--- src/rtl/ad_bus_demux.sv ---
// ad_bus_demux: receiving end of the multiplexed address/data link.
// An address phase on `ale` loads the beat address. Each `ds` data phase
// then emits one adr/dat transaction on a valid/ready output, and the
// address auto-increments for the next beat.
// Optional feature: define AD_PARITY_EN to add the `ad_par` port and
// even-parity checking of every strobe.
//
// Output handshake: a transaction transfers on a rising edge where vld
// and rdy are both high. Once vld rises, vld/adr/dat stay frozen until
// that edge. rdy may be high or low at any time without affecting vld.
// The sender is told it may issue its next strobe by a one-cycle `ack`
// pulse.
module ad_bus_demux #(
    parameter int W = 8
) (
    input  logic         clk,
    input  logic         rst,
    input  logic [W-1:0] ad,
    input  logic         ale,
    input  logic         ds,
`ifdef AD_PARITY_EN
    input  logic         ad_par,
`endif
    output logic         ack,
    output logic [W-1:0] adr,
    output logic [W-1:0] dat,
    output logic         vld,
    input  logic         rdy,
    output logic         err,
    output logic [7:0]   err_cnt,
    output logic [1:0]   dbg_state
);

    typedef enum logic [1:0] {
        IDLE     = 2'd0,
        HAVE_ADR = 2'd1,
        HOLD     = 2'd2
    } state_t;

    state_t         state, state_n;
    logic [W-1:0]   adr_reg, adr_reg_n;
    logic [W-1:0]   adr_n, dat_n;
    logic           vld_n, ack_n, err_n;
    logic           par_bad;

    assign dbg_state = state;

    // Parity failure on a strobe cycle: the whole strobe is rejected
`ifdef AD_PARITY_EN
    assign par_bad = (ale | ds) & (^{ad, ad_par});
`else
    assign par_bad = 1'b0;
`endif

    // Next-state and next-output decode
    always_comb begin
        state_n   = state;
        adr_reg_n = adr_reg;
        adr_n     = adr;
        dat_n     = dat;
        vld_n     = vld;
        ack_n     = 1'b0;
        err_n     = 1'b0;

        // Both strobes at once: ale wins, ds is dropped and flagged
        if (ale && ds) begin
            err_n = 1'b1;
        end

        unique case (state)
            IDLE: begin
                if (!par_bad) begin
                    if (ale) begin
                        adr_reg_n = ad;
                        ack_n     = 1'b1;
                        state_n   = HAVE_ADR;
                    end else if (ds) begin
                        // Data without a preceding address
                        err_n = 1'b1;
                    end
                end
            end
            HAVE_ADR: begin
                if (!par_bad) begin
                    if (ale) begin
                        adr_reg_n = ad;
                        ack_n     = 1'b1;
                    end else if (ds) begin
                        adr_n     = adr_reg;
                        dat_n     = ad;
                        vld_n     = 1'b1;
                        adr_reg_n = adr_reg + {{(W-1){1'b0}}, 1'b1};
                        state_n   = HOLD;
                    end
                end
            end
            HOLD: begin
                // The pending beat completes independently of strobe traffic
                if (vld && rdy) begin
                    vld_n   = 1'b0;
                    ack_n   = 1'b1;
                    state_n = HAVE_ADR;
                end
                // The sender must wait for ack; any strobe here is dropped
                if (ale || ds) begin
                    err_n = 1'b1;
                end
            end
            default: begin
                state_n = IDLE;
            end
        endcase

        if (par_bad) begin
            err_n = 1'b1;
        end
    end

    // State and registered outputs
    always_ff @(posedge clk) begin
        if (rst) begin
            state   <= IDLE;
            adr_reg <= '0;
            adr     <= '0;
            dat     <= '0;
            vld     <= 1'b0;
            ack     <= 1'b0;
            err     <= 1'b0;
        end else begin
            state   <= state_n;
            adr_reg <= adr_reg_n;
            adr     <= adr_n;
            dat     <= dat_n;
            vld     <= vld_n;
            ack     <= ack_n;
            err     <= err_n;
        end
    end

    // Saturating count of error pulses, one per offending cycle
    always_ff @(posedge clk) begin
        if (rst) begin
            err_cnt <= 8'd0;
        end else if (err_n && (err_cnt != 8'hFF)) begin
            err_cnt <= err_cnt + 8'd1;
        end
    end

endmodule

--- config.mk ---
export PLATFORM = sky130hd
export DESIGN_NAME = ad_bus_demux
export DESIGN_NICKNAME = d
export VERILOG_FILES = /design/src/rtl/ad_bus_demux.sv
export SDC_FILE = /design/constraint.sdc
export NUM_CORES = 1
export LEC_CHECK = 0
export CAP_MARGIN = 20
export CORE_MARGIN = 2
export CORE_UTILIZATION = 48
export DETAILED_ROUTE_END_ITERATION = 8
export PLACE_DENSITY_LB_ADDON = 0.15
export REMOVE_ABC_BUFFERS = 1
export SLEW_MARGIN = 20
export SYNTH_ARGS = -nofsm -noshare
export SYNTH_HDL_FRONTEND = slang
export SYNTH_SLANG_ARGS = --single-unit
export TNS_END_PERCENT = 20
--- constraint.sdc ---
create_clock -name clk -period 1.79 [get_ports clk]
set_input_delay 0.537 -clock clk [delete_from_list [all_inputs] [get_ports clk]]
set_output_delay 0.537 -clock clk [all_outputs]
set_load 0.005 [all_outputs]
* Word-level counts from Yosys, hierarchy flattened *
Cells that the tools add are included.

storage, ports and cells
  register bits after elaboration = 37
  input port bits = 13
  word-level logic and storage cells = 52

operators by class
  muxes and demuxes = 21
  add/sub/neg operators = 2
  reductions and logical operators = 12
  bitwise operators = 1
  eq/ne operators = 8

operators with widths
  cell                                                             count
  8-bit two-way mux                                                3
  8-bit by 1-bit adder with 8-bit output, second input constant    2
  8-bit one-hot mux with 2 select lines                            1
  1-bit two-way mux                                                9
  2-bit two-way mux                                                4
  2-bit != test, second input constant                             4
  8-bit != test, second input constant                             1
  4-bit AND reduction                                              2
  1-bit one-hot mux with 2 select lines                            3
  2-bit one-hot mux with 3 select lines                            1
  3-bit AND reduction                                              2
  2-bit nonzero test                                               2
  1-bit logical AND                                                3
  3-bit != test, second input constant                             1
  2-bit by 1-bit == test with 1-bit output, second input constant  1
  2-bit == test, second input constant                             1
  2-bit logical NOT                                                1
  2-bit OR reduction                                               1
  1-bit logical OR                                                 1
  1-bit inverter                                                   1

* Longest topological paths before layout *
Gate-level depths: netlist (run 1).

  depth after elaboration = 6
  gate-level depth with buffers = 6

* Worst setup path after synthesis (run 1) *
Ideal clock, no wire load.

  path type = input to register
  start point = input port ale
  end point = register adr_reg[3]
  slack = 0.200 ns
  stages on the path = 5
  path buffers = 1
  data arrival time = 1.497 ns
  cells stage by stage = or3b_1 buf_2 nor3_1 a21oi_1 o32ai_1

on the way
  cells in the longest elaborated chain, start to end = 2

ends and longest elaborated chain
  item                                                                                           RTL line  text
  start, declared                                                                                19        input logic ale,
  3-bit != test (no line) (tied with other cells)                                                n/a
  3-bit AND reduction (no line) / 8-bit one-hot mux with 2 select lines (equally long branches)  n/a
  end signal, assigned                                                                           131       adr_reg <= adr_reg_n;
  end, declared                                                                                  41        logic [W-1:0] adr_reg, adr_reg_n;

Several ways; a longest one is shown, not always the timed one.
A chain may end at the register's enable or synchronous reset.

* Final worst setup path (run 1) *
  start point = register err_cnt[4]
  end point = output port err_cnt[4]

RTL lines
  item                    RTL line  text
  start, declared         30        output logic [7:0] err_cnt,
  start signal, assigned  145       err_cnt <= err_cnt + 8'd1;

No word-level cell between the ends.

==> results of run 1 <==
## cells in the mapped netlist (2+ instances only)
cell / n
ha_1: 2
clkbuf_1: 4
a21oi_1: 35
o21ai_0: 9
nor2b_1: 2
nand3_1: 7
nor2_1: 10
nor3_1: 3
nand2_1: 46
dfxtp_1: 37
buf_1: 2
or3_1: 4
nand2b_1: 2
o21a_1: 2
o31ai_1: 3
a311oi_1: 2
nand4_1: 3
buf_2: 4
a41o_1: 2
a211oi_1: 3
inv_1: 4
nor3b_1: 2
## area by class of cell
cell class                      count  area [sq um]
Fill cell                         277         999.7
Clock inverter                      1         5.005
Sequential cell                    37         772.0
Tap cell                           46         57.56
Clock buffer                        5         37.54
Multi-Input combinational cell    153         813.3
Inverter                            4         15.01
Timing Repair Buffer               60         584.3
## worst min-delay path by stage
stage / startpoint / to / slack [ns] / depth (start not counted)
5_1_grt: dat[3] / dat[3] / 0.48 / 2
6_report: dat[4] / dat[4] / 0.45 / 2
4_1_cts: adr[4] / adr[4] / 0.46 / 2
3_3_place_gp: adr[4] / adr[4] / 0.44 / 2
3_5_place_dp: adr[4] / adr[4] / 0.44 / 2
2_1_floorplan: adr_reg[6] / adr[6] / 0.44 / 2
## power by group through the flow
stage	Sequential (W)	Combinational, W	Clock (W)
2_1_floorplan	0.000905	0.0000911	0
3_3_place_gp	0.000910	0.000226	0
3_5_place_dp	0.000911	0.000228	0
4_1_cts	0.000890	0.000229	0.000412
5_1_grt	0.000895	0.000252	0.000445
6_report	0.000889	0.000226	0.000397
## cells by family (layout without fill, tap and decap cells)
| kind of cell | Yosys count | count (layout) | synth area share, % |
|---|---|---|---|
| AO/OA/AOI/OAI | 64 | 64 | 23.84 |
| adder cells (fa/ha/maj) | 2 | 2 | 1.553 |
| buffers and inverters | 14 | 70 | 3.571 |
| flip-flops | 37 | 37 | 45.96 |
| multiplexers | 1 | 1 | 0.6987 |
| AND/OR/NAND/NOR | 86 | 86 | 24.38 |
## timing repair
action / 4_1_cts / 5_1_grt
cloned: 0 / 0
endpoints found under the setup margin: 10 / 14
hold buffers: 0 / 0
gates resized for setup: 14 / 14
## through the flow
step	instance area, sq um	total power [W]	TNS, ns	hold slack, ns
final	2285	0.001512	0	0.4549
after global placement	2192	0.001136	-9.368	0.4406
after detailed placement	2192	0.001139	-10.45	0.4442
after floorplan	1569	0.0009966	-2.234	0.4387
after CTS	2256	0.001531	0	0.4587
after global routing	2285	0.001591	0	0.4798
## metal layers
layer	up-vias	part of all wire (%)	wire [um]	GRT usage (%)
met2	35	49	1835	35.12
met3	7	4.5	171	5.176
li1	839	-	-	-
met4	0	1.7	65	9.119
met1	753	45	1688	26.62
met5	-	0	0	0
==> impl_metrics.yaml, run 1 <==
layout:
  fin_util_pct: 69.56
  drive_gt1_share_pct: 15.77
  layout_commonest_cell: "nand2_1"
  final_cells: 306
  final_cell_mix: "nand2_1, a21oi_1, clkdlybuf4s50_1"
  largest_register_ffs: 16
  antenna_cells: 0
  nNetsFinal: 276
  syn2layout_area_growth_pct: 41.77
grt:
  grt_pass1_wl_um: 6016
  grt_usage_pct: 21.38
  antenna_found_initial: 0
  grt_pass1_vias: 1353
  grt_max_degree: 26
  overflow: 0
hold_path:
  hold_class: "reg2reg"
cts:
  cts_num_sinks: 37
  clockBufferDepth: 2
  cts_setup_buffers: 0
  clkSlewWorstSetupHoldPaths_ns: 0.11
  root_buffer: "clkbuf_4"
  cts_max_level: 2
  numCtsBuffers: 5
  cts_tree: "yes"
  clk_latency_ns: 0.34
yosys:
  synth_edf_count: 0
  yosysSeqAreaShare_pct: 45.96
  ys_async_sr_fraction_pct: 0
  yosys_warnings: 0
  ys_types: 38
  synth_top_area_share_pct: 45.96
  syn_inst: 204
  synth_ff_type: "dfxtp_1"
  yosys.area.top_type: "dfxtp_1"
  netlist_area_sq_um: 1612
  synthTopCellsByArea: "dfxtp_1, a21oi_1, nand2_1"
  syn_area_per_cell_sq_um: 7.900
  ys_ff_latch: 37
placed_design:
  post-place-ws_ns: -0.4014
  dp_cells: 300
  io_buffers: 41
  gp_congestion: 0.7890
  dp_hpwl_um: 2675
critical_path:
  reg2reg_to: "err_cnt[4]"
  endpoint_kind: "primary output"
  crit_cells: 1
  cp_slowest_cell: "clkdlybuf4s50_1"
  path_max_fanout: 5
  crit_end: "err_cnt[4]"
  path_cells: "clkdlybuf4s50_1"
  rr_startpoint: "err_cnt[0]"
  cp-startpoint: "err_cnt[4]"
  path_class: "reg2out"
  crit_family: "buffers and inverters"
  critPathBufInv: 1
  worstPathArrival_ns: 1.22
  required_ns: 1.25
  ff2ff_path_depth: 5
  ff2ff_setup_slack_ns: 0.21
  start_kind: "register"
  max_stage_delay_ns: 0.50
drt:
  drt_iter0_drc: 84
  vias_per_cell: 5.340
  ant_nets: 0
  wl_um: 3760
  firstDrtPassIters: 4
  drc: 0
  num_vias: 1634
  wl_per_cell_um: 12.29
power:
  pwr-share-comb_pct: 15.0
  power.switching_w: 0.0003991
  power_frac_clock_pct: 26.3
  power.share.sequential_pct: 58.8
  intPower_w: 0.001113
  p_sw_share_pct: 26.39
  power_density_nw_per_um2: 661.8
  p_leak_nw: 0.9285
  vdd_drop_max_v: 0.0003802
floorplanning:
  io_pins: 42
  start_util_pct: 49.07
  design.core.area_sq_um: 3284
  die_width_um: 61.94
  fp.dieH_um: 61.94
  die-area_sq_um: 3837
  rows: 21
timing:
  setup_viol: 0
  hold_viol: 0
  max_slew.worst_pin.slew_ns: 0.4223
  grt_setup_unrepaired: "no"
  final.min_clock_period_ns: 1.762
  skew_ns: 0.01060
  max_clock_freq_mhz: 567.5
  slew_headroom_pct: 71.74
  worst_slack_ns: 0.02804
  slew_violations: 0
  fin_crit_sh_pct: 98.43
run:
  maxCapViolCount: 0
outcome:
  run_status: "complete, no violations"
No activity file was read; power rests on OpenSTA's default activity.
==> inputs of run 2 (changes only) <==
--- a/config.mk
+++ b/config.mk
@@ -10,8 +10,8 @@
 export CORE_UTILIZATION = 48
 export DETAILED_ROUTE_END_ITERATION = 8
 export PLACE_DENSITY_LB_ADDON = 0.15
+export RECOVER_POWER = 50
 export REMOVE_ABC_BUFFERS = 1
-export SLEW_MARGIN = 20
 export SYNTH_ARGS = -nofsm -noshare
 export SYNTH_HDL_FRONTEND = slang
 export SYNTH_SLANG_ARGS = --single-unit
==> impl_metrics.yaml, run 2 (synthesis results as in run 1) <==
outcome:
  run_status: "complete, no violations"
critical_path:
  cp-startpoint: "err_cnt[4]"
  ff2ff_setup_slack_ns: 0.17
  path_cells: "clkdlybuf4s50_1"
  start_kind: "register"
  endpoint_kind: "primary output"
  cp_slowest_cell: "clkdlybuf4s50_1"
  rr_startpoint: "err_cnt[0]"
  path_max_fanout: 5
  crit_cells: 1
  crit_family: "buffers and inverters"
  crit_end: "err_cnt[4]"
  worstPathArrival_ns: 1.23
  required_ns: 1.25
  max_stage_delay_ns: 0.50
  ff2ff_path_depth: 5
  reg2reg_to: "err_cnt[4]"
  path_class: "reg2out"
  critPathBufInv: 1
drt:
  wl_um: 3753
  num_vias: 1637
  ant_nets: 0
  drc: 0
  firstDrtPassIters: 4
  drt_iter0_drc: 85
  vias_per_cell: 5.350
  wl_per_cell_um: 12.26
grt:
  overflow: 0
  use_met1_pct: 26.62
  grt_use_met2_pct: 35.12
  use_met3_pct: 5.176
  antenna_found_initial: 0
  grt_pass1_wl_um: 6016
  busiest_layer: "met2"
  grt_usage_pct: 21.38
  grt_pass1_vias: 1353
  grt_max_degree: 26
floorplanning:
  die-area_sq_um: 3837
  rows: 21
  start_util_pct: 49.07
  fp.dieH_um: 61.94
  die_width_um: 61.94
  design.core.area_sq_um: 3284
  io_pins: 42
layout:
  syn2layout_area_growth_pct: 39.05
  fill_cells: 285
  largest_register_ffs: 16
  layout_commonest_cell: "nand2_1"
  final_cell_mix: "nand2_1, a21oi_1, clkdlybuf4s50_1"
  final_area_sq_um: 2241
  drive_gt1_share_pct: 13.85
  nNetsFinal: 276
  multi_input_area_sq_um: 813.3
  antenna_cells: 0
  seq_area_sq_um: 757.0
timing:
  slew_violations: 0
  final.min_clock_period_ns: 1.768
  grt_setup_unrepaired: "no"
  holdWs_ns: 0.4556
  fin_crit_sh_pct: 98.75
  setup_viol: 0
  slew_headroom_pct: 65.09
  skew_ns: 0.01221
  max_slew.worst_pin.slew_ns: 0.5237
  max_clock_freq_mhz: 565.7
  hold_viol: 0
power:
  power_density_nw_per_um2: 672.5
  p_leak_nw: 0.8766
  vdd_drop_max_v: 0.0003815
cts:
  root_buffer: "clkbuf_4"
  cts_num_sinks: 37
  cts_setup_buffers: 0
  clockBufferDepth: 2
  numCtsBuffers: 5
  clkSlewWorstSetupHoldPaths_ns: 0.11
  clk_latency_ns: 0.35
  cts_hold_buf: 0
  cts_max_level: 2
  cts_tree: "yes"
placed_design:
  gp_congestion: 0.7890
  dp_hpwl_um: 2675
  place_area_sq_um: 2192
  io_buffers: 41
run:
  maxCapViolCount: 0
hold_path:
  hold_class: "reg2reg"
-- run 2: worst min path at each step --
stage                from      to  slack [ns]  cells past startpoint
6_report           dat[4]  dat[4]        0.46                      2
5_1_grt            dat[3]  dat[3]        0.48                      2
4_1_cts            adr[4]  adr[4]        0.46                      2
3_5_place_dp       adr[4]  adr[4]        0.44                      2
3_3_place_gp       adr[4]  adr[4]        0.44                      2
2_1_floorplan  adr_reg[6]  adr[6]        0.44                      2
-- run 2: area by class of cell --
cell class	count	share of cell area, %
clock buffer	5	1.675
clock inverter	1	0.2233
inverter	4	0.6700
multi-input combinational	153	36.29
sequential	37	33.78
tap	46	2.568
timing repair buffer	60	24.79
-- run 2: power breakdown --
part / switching, W / total [W] / internal (W)
Sequential: 0.0000350 / 0.000891 / 0.000856
Combinational: 0.000102 / 0.000219 / 0.000116
Clock: 0.000262 / 0.000398 / 0.000136
Total: 0.000399 / 0.00151 / 0.00111
-- run 2: repair_timing --
item | CTS | global route
gates cloned | 0 | 0
endpoints found under the setup margin | 10 | 14
resized for setup | 14 | 14
-- run 2: stage by stage --
stage | setup TNS, ns | setup slack, ns | total power (W) | std cells | utilization (%)
6_report | 0 | 0.02231 | 0.001507 | 306 | 68.23
5_1_grt | 0 | 0.001287 | 0.001586 | 306 | 68.23
4_1_cts | 0 | 0.003865 | 0.001531 | 306 | 68.69
3_5_place_dp | -10.45 | -0.4014 | 0.001139 | 300 | 66.74
3_3_place_gp | -9.368 | -0.3582 | 0.001136 | 300 | 66.74
2_1_floorplan | -2.234 | -0.1315 | 0.0009966 | 194 | -
-- run 2: per-layer routing --
layer  part of all wire [%]  routed length [um]
met3                    4.8                 179
met1                     45                1678
met4                    1.8                  66
met2                     49                1828
met5                      0                   0
